[src/rtl/game_sequencer.sv]
// game_sequencer: button-driven controller that sequences the game engine, runs the skip timer, tracks the high score and supplies random bits
module game_sequencer #(
    parameter logic [25:0] PERIOD_BASE = 26'd50_000_000,
    parameter logic [15:0] LFSR_SEED   = 16'hACE1
) (
    input  logic       Clk,
    input  logic       Reset,
    input  logic       BtnC,
    input  logic       BtnL,
    input  logic       BtnR,
    input  logic       q_I,
    input  logic       q_Play,
    input  logic       q_Done,
    input  logic [6:0] score,
    output logic       Start,
    output logic       Ack,
    output logic       Pulse,
    output logic       LEFT_Btn,
    output logic       RIGHT_Btn,
    output logic       rand_bit,
    output logic [1:0] level,
    output logic [6:0] high_score
);
    localparam logic [2:0] S_IDLE = 3'd0;
    localparam logic [2:0] S_ARM  = 3'd1;
    localparam logic [2:0] S_RUN  = 3'd2;
    localparam logic [2:0] S_WAIT = 3'd3;
    localparam logic [2:0] S_END  = 3'd4;

    logic [2:0]  state_q, state_d;
    logic [25:0] cnt_q, cnt_d, period_m1;
    logic [15:0] lfsr_q, lfsr_d;
    logic [2:0]  btn_q, btn_d;
    logic [1:0]  level_q, level_d;
    logic [6:0]  high_q, high_d;
    logic        start_q, start_d, ack_q, ack_d, pulse_q, pulse_d;
    logic        left_q, left_d, right_q, right_d, seen_q, seen_d;
    logic        edge_c, edge_l, edge_r;

    assign Start      = start_q;
    assign Ack        = ack_q;
    assign Pulse      = pulse_q;
    assign LEFT_Btn   = left_q;
    assign RIGHT_Btn  = right_q;
    assign rand_bit   = lfsr_q[0];
    assign level      = level_q;
    assign high_score = high_q;

    // Edge detection, timer period, controller transitions and strobe generation
    always_comb begin
        btn_d     = {BtnR, BtnL, BtnC};
        edge_c    = BtnC & ~btn_q[0];
        edge_l    = BtnL & ~btn_q[1];
        edge_r    = BtnR & ~btn_q[2];
        level_d   = score[6] ? 2'd3 : score[5:4];
        period_m1 = (PERIOD_BASE >> level_q) - 26'd1;
        lfsr_d    = {lfsr_q[0] ^ lfsr_q[2] ^ lfsr_q[3] ^ lfsr_q[5], lfsr_q[15:1]};
        seen_d    = (state_q == S_WAIT) & (seen_q | ~q_Play);
        state_d   = state_q;
        cnt_d     = cnt_q;
        start_d   = 1'b0;
        ack_d     = 1'b0;
        pulse_d   = 1'b0;
        left_d    = 1'b0;
        right_d   = 1'b0;
        case (state_q)
            S_IDLE: if (edge_c && q_I) begin
                start_d = 1'b1;
                state_d = S_ARM;
            end
            S_ARM: if (q_Done) state_d = S_END;
            else if (q_Play) begin
                state_d = S_RUN;
                cnt_d   = '0;
            end
            S_RUN: if (q_Done) state_d = S_END;
            else if (edge_l ^ edge_r) begin
                left_d  = edge_l;
                right_d = edge_r;
                cnt_d   = '0;
                state_d = S_WAIT;
            end else if (!edge_l) begin
                pulse_d = cnt_q >= period_m1;
                cnt_d   = pulse_d ? '0 : cnt_q + 26'd1;
                state_d = pulse_d ? S_WAIT : S_RUN;
            end
            S_WAIT: if (seen_q && q_Done) state_d = S_END;
            else if (seen_q && q_Play) begin
                state_d = S_RUN;
                cnt_d   = '0;
            end
            S_END: if (edge_c) begin
                ack_d   = 1'b1;
                state_d = S_IDLE;
            end
            default: state_d = S_IDLE;
        endcase
        high_d = (state_d == S_END && state_q != S_END && score > high_q) ? score : high_q;
    end

    // Registered state and outputs; reset overrides every other event
    always_ff @(posedge Clk) begin
        if (Reset) begin
            state_q <= S_IDLE;
            cnt_q   <= '0;
            lfsr_q  <= LFSR_SEED;
            btn_q   <= '0;
            level_q <= '0;
            high_q  <= '0;
            start_q <= 1'b0;
            ack_q   <= 1'b0;
            pulse_q <= 1'b0;
            left_q  <= 1'b0;
            right_q <= 1'b0;
            seen_q  <= 1'b0;
        end else begin
            state_q <= state_d;
            cnt_q   <= cnt_d;
            lfsr_q  <= lfsr_d;
            btn_q   <= btn_d;
            level_q <= level_d;
            high_q  <= high_d;
            start_q <= start_d;
            ack_q   <= ack_d;
            pulse_q <= pulse_d;
            left_q  <= left_d;
            right_q <= right_d;
            seen_q  <= seen_d;
        end
    end
endmodule

[config.mk]
export PLATFORM = sky130hd
export DESIGN_NAME = game_sequencer
export DESIGN_NICKNAME = d
export VERILOG_FILES = /design/src/rtl/game_sequencer.sv
export SDC_FILE = /design/constraint.sdc
export NUM_CORES = 1
export LEC_CHECK = 0
export CORE_ASPECT_RATIO = 0.6
export CORE_MARGIN = 2
export CORE_UTILIZATION = 50
export CTS_CLUSTER_DIAMETER = 100
export DETAILED_ROUTE_END_ITERATION = 10
export GPL_ROUTABILITY_DRIVEN = 0
export HOLD_SLACK_MARGIN = 0.05
export PLACE_DENSITY = 0.81
export SYNTH_ARGS = -nofsm -noshare
export SYNTH_HDL_FRONTEND = slang
export SYNTH_SLANG_ARGS = --single-unit
[constraint.sdc]
create_clock -name Clk -period 3.65 [get_ports Clk]
set_input_delay 0.9125 -clock Clk [delete_from_list [all_inputs] [get_ports Clk]]
set_output_delay 0.9125 -clock Clk [all_outputs]
set_load 0.05 [all_outputs]
**Word-level counts from Yosys, hierarchy flattened**

Cells that the tools add are included.

- Register bits: 63
- Input bits: 15
- Logic and storage cells: 81

- Add/sub/neg operators: 2
- $lt $le $gt $ge: 2
- Eq/ne operators: 12
- Shifts and indexed selects: 1
- Muxes and demuxes: 23
- Bitwise logic cells: 17
- Reduce and logical (&&, ||, !) cells: 12

Operator list:

| kind | count |
|---|---|
| 26-bit 2-to-1 mux | 8 |
| 26-bit one-hot mux with 3 select lines | 1 |
| 3-bit 2-to-1 mux | 9 |
| 26-bit by 1-bit adder with 26-bit output (second input constant) | 1 |
| 26-bit greater-or-equal comparator | 1 |
| 26-bit by 2-bit >> shifter with 26-bit output (first input constant) | 1 |
| 26-bit by 1-bit subtractor with 26-bit output (second input constant) | 1 |
| 3-bit one-hot mux with 5 select lines | 1 |
| 2-bit inequality test (second input constant) | 4 |
| 1-bit inverter | 8 |
| 7-bit greater-than comparator | 1 |
| 7-bit AND reduction | 1 |
| 3-bit by 2-bit == test with 1-bit output (second input constant) | 2 |
| 3-bit == test (second input constant) | 2 |
| 3-bit inequality test (second input constant) | 2 |
| 1-bit logical AND | 5 |
| 5-bit OR reduction | 1 |
| 1-bit AND | 4 |
| 2-bit OR reduction | 2 |
| 4-bit OR reduction | 1 |
| 1-bit XOR | 4 |
| 3-bit by 1-bit == test with 1-bit output (second input constant) | 1 |
| 3-bit zero test | 1 |
| 1-bit 2-to-1 mux | 3 |
| other kinds (4) | 4 |

**Logic depth before layout (Yosys ltp)**

- Word-level depth: 11
- Mapped depth: 13

**Worst setup path before layout**

Ideal clock, no wire load.

- Kind: flip-flop to flip-flop
- From: register level_q[1], in the netlist level[1]
- To: register cnt_q[11]
- Arrival time: 2.999 ns
- Setup slack: 0.529 ns
- Stages on the path, launching flop included: 12
- Path buffers: 0
- Period minus slack after synthesis: 3.121 ns
- Cell sequence: dfxtp_1 -> inv_2 -> nor2_1 -> inv_2 -> ha_1 -> ha_1 -> nor2_1 -> a2111oi_4 -> o2111ai_2 -> a2111oi_4 -> nor2_2 -> a221o_1

- Cells in the longest elaborated chain, start to end: 8

Ends and longest elaborated chain:

| what | line | RTL |
|---|---|---|
| from (decl) | 34 | `logic [1:0] level_q, level_d;` |
| from (signal assigned) | 121 | `level_q <= level_d;` |
| 26-bit by 2-bit >> shifter with 26-bit output | 56 | `period_m1 = (PERIOD_BASE >> level_q) - 26'd1;` |
| 26-bit by 1-bit subtractor with 26-bit output | 56 |  |
| 26-bit greater-or-equal comparator | 83 | `pulse_d = cnt_q >= period_m1;` |
| 26-bit 2-to-1 mux | 84 | `cnt_d = pulse_d ? '0 : cnt_q + 26'd1;` |
| 26-bit 2-to-1 mux | 82 | `end else if (!edge_l) begin` |
| 26-bit 2-to-1 mux | 77 | `else if (edge_l ^ edge_r) begin` |
| 26-bit 2-to-1 mux | 76 | `S_RUN: if (q_Done) state_d = S_END;` |
| 26-bit one-hot mux with 3 select lines | 66 | `case (state_q)` |
| to (signal assigned) | 118 | `cnt_q <= cnt_d;` |
| to (decl) | 31 | `logic [25:0] cnt_q, cnt_d, period_m1;` |

Every way passes these cells. The select of a mux whose other input is x is not followed.
A chain may end at the register's enable or synchronous reset.

**Worst setup path after layout**

- From: register level_q[1], in the netlist level[1]
- To: register cnt_q[1]

Same word-level chain as after synthesis.

==> flow_summary.json <==
{
  "synth-edff-count": 0,
  "die_w_um": 113,
  "grt_overflow": 0,
  "cp_top_family": "compound AO/OA/AOI/OAI gates",
  "ys_seq_area_share_pct": 35.6,
  "async_reset_ff_share_pct": 0,
  "cpMaxStageDelayCell": "a2111o_1",
  "drive_above_1_share_pct": 9.25,
  "viasPerCell": 6.01,
  "vias": 3251,
  "fin_crit_sh_pct": 89.3,
  "syn_area_um2": 3540,
  "dieArea_um2": 7800,
  "hpwl_um": 6910,
  "dp_slack_ps": 434,
  "synth_top_cells_by_area": "dfxtp_1 36%, ha_1 9.9%, nand2_1 5.4%",
  "synth_seq_cells": 63,
  "p_per_area_nw_per_um2": 397,
  "chipHeight_um": 69.2,
  "dp.cells": 525,
  "tns_ps": 0,
  "crit_chain": "inv_2, nor2_1, inv_2, ha_1, ha_1, nor2_1, a2111oi_4, o2111ai_2, a2111o_1, nand3_2, o21ai_0",
  "fmax_mhz": 307,
  "max_slew.worst_pin.slew_ps": 684,
  "cpPeakStageDelay_ps": 670,
  "maxCapViolations": 0,
  "synth.most_common_cell": "dfxtp_1",
  "synthCells": 420,
  "yosys_warnings": 0,
  "power_mw": 1.67,
  "synth_flop_cell": "dfxtp_1",
  "ys_types": 58,
  "critical_path_class": "reg2reg",
  "cts.clk_slew.worst_paths_ps": 60,
  "synth.largest_area_cell": "dfxtp_1",
  "slew-limit-headroom_pct": 54.1,
  "wire_per_inst_um": 17.2,
  "nets": 492,
  "cts-root-buf": "clkbuf_16",
  "setup_viol": 0,
  "ir_worst_vdd_mv": 0.317,
  "synth_top_area_share_pct": 35.6,
  "syn2layout_area_growth_pct": 18.6,
  "port_buffers": 29,
  "start_util_pct": 52.4,
  "dr.first_iter.drc_count": 359,
  "crit_fanout": 13,
  "antenna_left": 0,
  "fin_util_pct": 62.1,
  "grt_pass1_wl_um": 15300,
  "io_pins": 30,
  "routed_wl_um": 9320,
  "grt_pass1_vias": 3077,
  "grt_max_degree": 29,
  "power_leakage_nw": 1.58,
  "grt_use_total_pct": 24.7,
  "postCtsHoldBufs": 0,
  "clock_latency_ps": 330,
  "core_area_um2": 6760,
  "antenna_found_initial": 0,
  "cp-start-kind": "flop",
  "cts_tree": "yes",
  "skew_ps": 7.11,
  "endpoint_kind": "flop",
  "avgSynthCellArea_um2": 8.44,
  "fillers": 567,
  "hold_path_class": "reg2reg",
  "finalWorstSetupSlack_ps": 392,
  "worstPathArrival_ps": 3460,
  "cts_buffers": 9,
  "finalMaxSlewViolations": 0,
  "stdcell_count": 541,
  "rsz0062_at_grt": "false",
  "worst-path-buf-inv": 2,
  "ctsResizeCount": 0,
  "cts_setup_buffers": 0,
  "rows": 23,
  "ys_top_cells_by_count": "63 x dfxtp_1, 51 x nand2_1, 29 x nor2_1",
  "clk_path_buf_depth": 2,
  "htreeDepth": 3,
  "drt-pass1-iter-count": 5,
  "outcome": "complete, no violations",
  "n_antenna_cell": 0,
  "required_ps": 3860,
  "drc": 0,
  "cts.sink_count": 63,
  "final_hold_viol_count": 0,
  "period_minus_slack_ps": 3260
}
cells in the final DEF, fill, tap and decap left out, types with 3 or more instances in the layout:
cell type         n
dfxtp_1          63
xnor2_1          10
nand2_1          51
a211oi_1         13
inv_2             3
clkdlybuf4s50_1  29
buf_4             6
xor2_1            4
nor3_1           17
o21ai_0           9
a21o_1            3
nor2_1           29
nor3b_1           3
conb_1            3
clkbuf_16         9
o22ai_1           3
ha_1             28
inv_1            20
o2111ai_1        10
a21oi_1          15
mux2i_1           8
nand4_1           9
o21a_1            3
nand3_1          20
and2_1            3
nor2b_1          20
and3_1            9
nand2b_1          3
or2_2             7
nor4_1            4
flip-flops by register name, indices dropped and copies added, names as in the netlist:
| register | cells |
|---|---|
| Ack | 1 |
| LEFT_Btn | 1 |
| Pulse | 1 |
| RIGHT_Btn | 1 |
| Start | 1 |
| btn_q | 3 |
| cnt_q | 26 |
| high_score | 7 |
| level | 2 |
| lfsr_q | 16 |
| seen_q | 1 |
| state_q | 3 |
layer usage:
| layer | global-route usage, % | vias to the layer above | wire, um |
|---|---|---|---|
| met2 | 34.3 | 128 | 3850 |
| li1 | - | 1562 | - |
| met5 | 0 | - | 0 |
| met4 | 7.99 | 0 | 136 |
| met1 | 35.4 | 1541 | 4410 |
| met3 | 9.09 | 20 | 925 |
power by group:
part | internal, mW | total [mW] | switching [mW] | leakage [nW]
clock | 0.479 | 0.802 | 0.322 | 0.139
combinational | 0.0600 | 0.150 | 0.0903 | 0.932
sequential | 0.706 | 0.717 | 0.0104 | 0.514
total | 1.25 | 1.67 | 0.423 | 1.58
path summary, 6_finish.rpt:
path | startpoint | slack [ps] | to | cells after the start
worst max-delay path | level[1] | 390 | cnt_q[1] | 11
worst min register to register | lfsr_q[14] | 410 | lfsr_q[13] | 1
worst min-delay path | lfsr_q[14] | 410 | lfsr_q[13] | 1
worst max register to register | level[1] | 390 | cnt_q[1] | 11
layout make-up:
type	instances	area (um2)	area share [%]
Sequential cell	63	1260	30.0
Timing Repair Buffer	35	335	7.98
Tap cell	87	109	2.59
Clock buffer	10	239	5.69
Inverter	23	86.3	2.05
Multi-Input combinational cell	317	2130	50.6
Clock inverter	6	43.8	1.04
cells by family after synthesis:
kind of cell             after synthesis  share of synthesized area [%]
AO/OA/AOI/OAI                         77                           16.9
XOR/XNOR                              15                           3.92
adder cells (fa/ha/maj)               29                           10.2
buffers and inverters                 41                           4.48
flip-flops                            63                           35.6
multiplexers                           8                           2.26
other                                  2                          0.212
AND/OR/NAND/NOR                      185                           26.4
stage by stage:
step	instance area (um2)	hold slack, ps
after floorplan	3550	389
after detailed placement	3920	394
after global routing	4200	420
after CTS	4200	407
final	4200	406
after global placement	3920	392
(Power assumes the default switching activity.)
